### src/rtl/rca_ctrl_pkg.sv
// Shared types and constants for the nibble-serial adder controller.
package rca_ctrl_pkg;

    localparam int unsigned SLICE_W = 4;

    typedef enum logic [1:0] {
        IDLE,
        RUN,
        DONE
    } state_e;

    // Operand width must be a whole, non-zero number of adder slices.
    function automatic bit width_ok(input int unsigned w);
        return (w >= SLICE_W) && ((w % SLICE_W) == 0);
    endfunction

endpackage

### src/rtl/RCA_4bit.sv
// 4-bit ripple-carry adder built from chained full adders.
module RCA_4bit (
    input  logic [3:0] a,
    input  logic [3:0] b,
    input  logic       cin,
    output logic [3:0] sum,
    output logic       cout
);

    logic [4:0] c;

    // Ripple the carry through four full-adder stages.
    always_comb begin
        c    = '0;
        sum  = '0;
        c[0] = cin;
        for (int unsigned i = 0; i < 4; i++) begin
            sum[i]  = a[i] ^ b[i] ^ c[i];
            c[i+1]  = (a[i] & b[i]) | (c[i] & (a[i] ^ b[i]));
        end
        cout = c[4];
    end

endmodule

### src/rtl/rca_seq_ctrl.sv
// Wide adder that reuses one RCA_4bit, one nibble per clock, with
// valid/ready handshakes on the operand and result sides.
module rca_seq_ctrl
    import rca_ctrl_pkg::*;
#(
    parameter int unsigned WIDTH = 16
) (
    input  logic             clk,
    input  logic             rst_n,
    input  logic             in_valid,
    output logic             in_ready,
    input  logic [WIDTH-1:0] a,
    input  logic [WIDTH-1:0] b,
    input  logic             cin,
    output logic             out_valid,
    input  logic             out_ready,
    output logic [WIDTH-1:0] sum,
    output logic             cout,
    output logic             ovf
);

    localparam int unsigned NSLICE = WIDTH / SLICE_W;
    localparam int unsigned IDX_W  = (NSLICE > 1) ? $clog2(NSLICE) : 1;

    if (!width_ok(WIDTH)) begin : g_width_check
        $fatal(1, "rca_seq_ctrl: WIDTH must be a multiple of 4 and at least 4");
    end

    state_e             state_q, state_d;
    logic [WIDTH-1:0]   a_q, a_d;
    logic [WIDTH-1:0]   b_q, b_d;
    logic [WIDTH-1:0]   sum_q, sum_d;
    logic [IDX_W-1:0]   idx_q, idx_d;
    logic               carry_q, carry_d;
    logic               cout_q, cout_d;
    logic               ovf_q, ovf_d;

    logic [SLICE_W-1:0] a_s, b_s, rca_sum;
    logic               rca_cout;
    logic               last_slice;

    RCA_4bit u_rca (
        .a    (a_s),
        .b    (b_s),
        .cin  (carry_q),
        .sum  (rca_sum),
        .cout (rca_cout)
    );

    // Slice mux, sum demux, next-state and handshake outputs.
    always_comb begin
        state_d    = state_q;
        a_d        = a_q;
        b_d        = b_q;
        sum_d      = sum_q;
        idx_d      = idx_q;
        carry_d    = carry_q;
        cout_d     = cout_q;
        ovf_d      = ovf_q;
        a_s        = '0;
        b_s        = '0;
        in_ready   = 1'b0;
        out_valid  = 1'b0;
        last_slice = (idx_q == IDX_W'(NSLICE - 1));

        for (int unsigned i = 0; i < NSLICE; i++) begin
            if (idx_q == IDX_W'(i)) begin
                a_s = a_q[i*SLICE_W +: SLICE_W];
                b_s = b_q[i*SLICE_W +: SLICE_W];
            end
        end

        case (state_q)
            IDLE: begin
                in_ready = 1'b1;
                if (in_valid) begin
                    a_d     = a;
                    b_d     = b;
                    carry_d = cin;
                    idx_d   = '0;
                    state_d = RUN;
                end
            end
            RUN: begin
                for (int unsigned i = 0; i < NSLICE; i++) begin
                    if (idx_q == IDX_W'(i)) begin
                        sum_d[i*SLICE_W +: SLICE_W] = rca_sum;
                    end
                end
                carry_d = rca_cout;
                if (last_slice) begin
                    cout_d  = rca_cout;
                    // RCA_4bit hides its internal carries; recover the carry into the MSB from its sum bit.
                    ovf_d   = (a_s[SLICE_W-1] ^ b_s[SLICE_W-1] ^ rca_sum[SLICE_W-1]) ^ rca_cout;
                    idx_d   = '0;
                    state_d = DONE;
                end else begin
                    idx_d = idx_q + IDX_W'(1);
                end
            end
            DONE: begin
                out_valid = 1'b1;
                if (out_ready) begin
                    state_d = IDLE;
                end
            end
            default: state_d = IDLE;
        endcase
    end

    // State and datapath registers; reset aborts any in-flight operation.
    always_ff @(posedge clk or negedge rst_n) begin
        if (!rst_n) begin
            state_q <= IDLE;
            a_q     <= '0;
            b_q     <= '0;
            sum_q   <= '0;
            idx_q   <= '0;
            carry_q <= 1'b0;
            cout_q  <= 1'b0;
            ovf_q   <= 1'b0;
        end else begin
            state_q <= state_d;
            a_q     <= a_d;
            b_q     <= b_d;
            sum_q   <= sum_d;
            idx_q   <= idx_d;
            carry_q <= carry_d;
            cout_q  <= cout_d;
            ovf_q   <= ovf_d;
        end
    end

    assign sum  = sum_q;
    assign cout = cout_q;
    assign ovf  = ovf_q;

endmodule

### config.mk
export PLATFORM = sky130hd
export DESIGN_NAME = rca_seq_ctrl
export DESIGN_NICKNAME = d
export VERILOG_FILES = /design/src/rtl/rca_ctrl_pkg.sv /design/src/rtl/RCA_4bit.sv /design/src/rtl/rca_seq_ctrl.sv
export SDC_FILE = /design/constraint.sdc
export NUM_CORES = 1
export LEC_CHECK = 0
export CELL_PAD_IN_SITES_DETAIL_PLACEMENT = 0
export CELL_PAD_IN_SITES_GLOBAL_PLACEMENT = 1
export CORE_UTILIZATION = 34
export CTS_BUF_LIST = sky130_fd_sc_hd__clkbuf_16
export CTS_CLUSTER_DIAMETER = 40
export DETAILED_ROUTE_END_ITERATION = 16
export PLACE_DENSITY_LB_ADDON = 0.1
export SETUP_SLACK_MARGIN = 0.15
export SYNTH_ARGS = -nofsm -noshare
export SYNTH_HDL_FRONTEND = slang
export SYNTH_SLANG_ARGS = --single-unit
export TNS_END_PERCENT = 5
### constraint.sdc
create_clock -name clk -period 3.2 [get_ports clk]
set_input_delay 0.48 -clock clk [delete_from_list [all_inputs] [get_ports clk]]
set_output_delay 0.48 -clock clk [all_outputs]
set_load 0.05 [all_outputs]
==> results by group <==
Status
  • Status: finished with violations
  • Failing checks: setup timing

STA
  • TNS Setup: -0.0823 ns
  • Final min period: around 3.3 ns
  • Fin worst setup slack: -0.0581 ns
  • Max Slew Vio Count: 0
  • Final hold viol count: 0
  • Slew margin rel.: 0.269
  • Final setup fails: 5
  • Crit share post-route: 1.02
  • Slew of the pin with the lowest slew margin: ~1.1 ns
  • Peak Freq: 0.307 GHz
  • Unrepaired setup endpoints after global routing: yes
  • Clock Skews: 0.00413 ns

Placement
  • Post-DP Area: approximately 3300 sq um
  • Dpl ws: -0.251 ns
  • Routability-driven placement congestion ratio: between 0.7 and 0.8
  • DP Wirelength: roughly 4000 um
  • Port Buf Inserts: between 50 and 60

Detailed routing
  • Routed Wire Length: about 5400 um
  • DRC: 0
  • Routed vias/inst: ~4.6
  • Via count: approximately 1.9k
  • Drt first-iter violations: 87
  • Routed len/inst: about 13 um
  • DRT antenna net count: 0
  • First-pass DRT Iterations: 4

Finish
  • Register area: around 1400 sq um
  • Layout Area Growth over Synthesis: 36.6%
  • Fin area: around 3500 sq um
  • Multi-input gate area: 1090 sq um
  • Antenna diodes: 0
  • Fill count: approximately 750
  • Layout cells sized above 1: 0.163
  • Final nets: 365

Floorplanning
  • Starting density of the core: 0.352
  • I/O pins: 57
  • Site Rows: 31
  • Die area: 7850 sq um
  • CORE AREA: ~7300 sq um
  • Die Wd: 88.6 um
  • Die H: ~90 um

Power and ir drop
  • Pwr dens: around 1200 nW/um^2
  • Worst VDD drop: 0.315 mV
  • P_leak: approximately 1.6 nW

Global routing
  • Met1 usage: 0.212
  • Overflow after GRT: 0
  • Antenna violations before repair: 0
  • Largest net degree at the start of global routing: 33
  • Global routing met3 resource utilization: 0.0364
  • First-pass GRT wire length: ~9000 um
  • GR peak layer: met2
  • Vias in the first global route: ~1.8k
  • Met2 Usage GRT: 0.238
  • Total global-route track usage: 0.151

Synthesis
  • Syn Std Cell Area: ~2500 sq um
  • Synth Register Bits: between 50 and 60
  • Mapped Avg Cell Area: between 10 and 15 sq um
  • Sequential cell area fraction in the yosys report: 0.540
  • Mapped Cells: ~250
  • Count of unique library cells instantiated by Yosys: 29
  • Main flop type after synthesis: dfrtp_1
  • Async S/R FF share, synth: 1.00
  • EDFF count, synth: 0
  • Post-Syn Nets: between 200 and 300
  • Yosys warns: 0

Worst setup path
  • CP Max Fanout: 6
  • Worst EP required: 3.36 ns
  • Worst Setup End Kind: register
  • Worst endpoint data arrival time: roughly 3.4 ns
  • Critical path class: register to register
  • Worst setup SP type: register

Clock tree
  • Worst-Skew Late Latency: a little under 0.3 ns
  • CTS tree: yes
  • Clk slew on worst S/H paths: about 0.070 ns
  • Clk buf depth: 2
  • Sink Count: 55
  • Num CTS Buffers: 5
  • CTS H-Tree Depth: 2
  • Root Driver: clkbuf_16

Job
  • Max-cap violations: 0

Min path
  • Worst hold path class: input pin to async pin
==> layout make-up <==
type                            instances  area share
Multi-Input combinational cell        177       0.313
Clock inverter                          3      0.0126
Clock buffer                            5      0.0359
Inverter                                7     0.00755
Sequential cell                        55       0.395
Tap cell                               99      0.0356
Timing Repair Buffer                   73       0.200
==> cell families after synthesis <==
logic type      after synthesis  share of synthesized area
simple gates                123                      0.207
flops                        55                      0.540
compound gates               30                     0.0834
buf+inv                      21                     0.0500
mux                          13                     0.0574
fa+ha+maj                     9                     0.0559
xor+xnor                      2                    0.00687
==> sequential cells by signal, indices dropped and copies added, names as in the netlist <==
| signal | cells |
|---|---|
| a_q | 16 |
| b_q | 16 |
| sum | 16 |
| idx_q | 2 |
| state_q | 2 |
| carry_q | 1 |
| cout | 1 |
| ovf | 1 |
==> worst max-delay path, cell delays in order, from the launching register on <==
cell,delay [ns]
dfrtp_1,0.39
buf_4,0.15
ha_4,0.18
a221o_1,0.32
a22oi_2,0.17
fa_2,0.22
inv_1,0.05
fa_2,0.34
fa_2,0.37
fa_1,0.55
xor2_1,0.18
xnor2_1,0.13
o21ai_0,0.08
==> what timing repair did <==
| action | in CTS | in global routing |
|---|---|---|
| pin swaps | 6 | 1 |
| hold buffers | 0 | 0 |
| endpoints found under the setup margin | 7 | 7 |
| setup buffers | 1 | 0 |
| endpoints found under the hold margin | 0 | 0 |
| resized for setup | 6 | 2 |
==> synth_stat cells, drive strengths merged, types with 2 or more instances <==
cell / instances / area share
buf: 11 / 0.035
a221o: 3 / 0.012
fa: 4 / 0.031
inv: 7 / 0.010
o21ai: 9 / 0.018
mux2: 13 / 0.057
nand3b: 4 / 0.012
a21oi: 2 / 0.0039
o31ai: 8 / 0.024
a22oi: 2 / 0.0059
clkbuf: 3 / 0.0049
ha: 5 / 0.025
a221oi: 6 / 0.021
nor2b: 7 / 0.017
dfrtp: 55 / 0.54
nand2: 104 / 0.15
==> stage by stage <==
stage / utilization / cells / power (W) / hold slack (ns)
3_5_place_dp: 0.452 / 410 / 0.00371 / 0.466
3_3_place_gp: 0.452 / 410 / 0.00366 / 0.459
4_1_cts: 0.480 / 419 / 0.00437 / 0.250
6_report: 0.480 / 419 / 0.00430 / 0.229
2_1_floorplan: - / 253 / 0.00292 / 0.184
5_1_grt: 0.480 / 419 / 0.00465 / 0.282
==> where the power goes <==
| group | internal, W | total [W] | switching (W) |
|---|---|---|---|
| clock network | 0.000369 | 0.000614 | 0.000244 |
| logic | 0.00109 | 0.00244 | 0.00135 |
| registers | 0.00104 | 0.00124 | 0.000202 |
| total | 0.00250 | 0.00430 | 0.00180 |
==> cell usage in the layout (no fill, tap or decap), drive strengths merged, types with 2 or more instances in the layout <==
| master | Yosys | layout |
|---|---|---|
| nand3b | 4 | 4 |
| mux2 | 13 | 13 |
| clkdlybuf4s50 | 0 | 55 |
| ha | 5 | 5 |
| clkbuf | 3 | 5 |
| fa | 4 | 4 |
| a221oi | 6 | 6 |
| dfrtp | 55 | 55 |
| a22oi | 2 | 2 |
| clkinv | 0 | 2 |
| inv | 7 | 7 |
| o21ai | 9 | 9 |
| nand2 | 104 | 104 |
| a21oi | 2 | 2 |
| a221o | 3 | 3 |
| buf | 11 | 18 |
| o31ai | 8 | 8 |
| nor2b | 7 | 7 |
==> path summary, 6_finish.rpt <==
check / startpoint / to / slack (ns) / cells after the start
worst max-delay path: idx_q[0] / ovf / -0.06 / 12
worst min-delay path: rst_n / b_q[8] / 0.23 / 1
worst max register to register: idx_q[0] / ovf / -0.06 / 12
worst min register to register: b_q[7] / b_q[7] / 0.48 / 2
max in group asynchronous: rst_n / idx_q[0] / 2.17 / 2
min in group clk: b_q[7] / b_q[7] / 0.48 / 2
==> routing by layer <==
metal,up-vias,routed length (um)
li1,962,-
met3,5,226
met2,44,2460
met4,0,46
met1,903,2700
met5,-,0
Power figures use the tool's default switching activity.
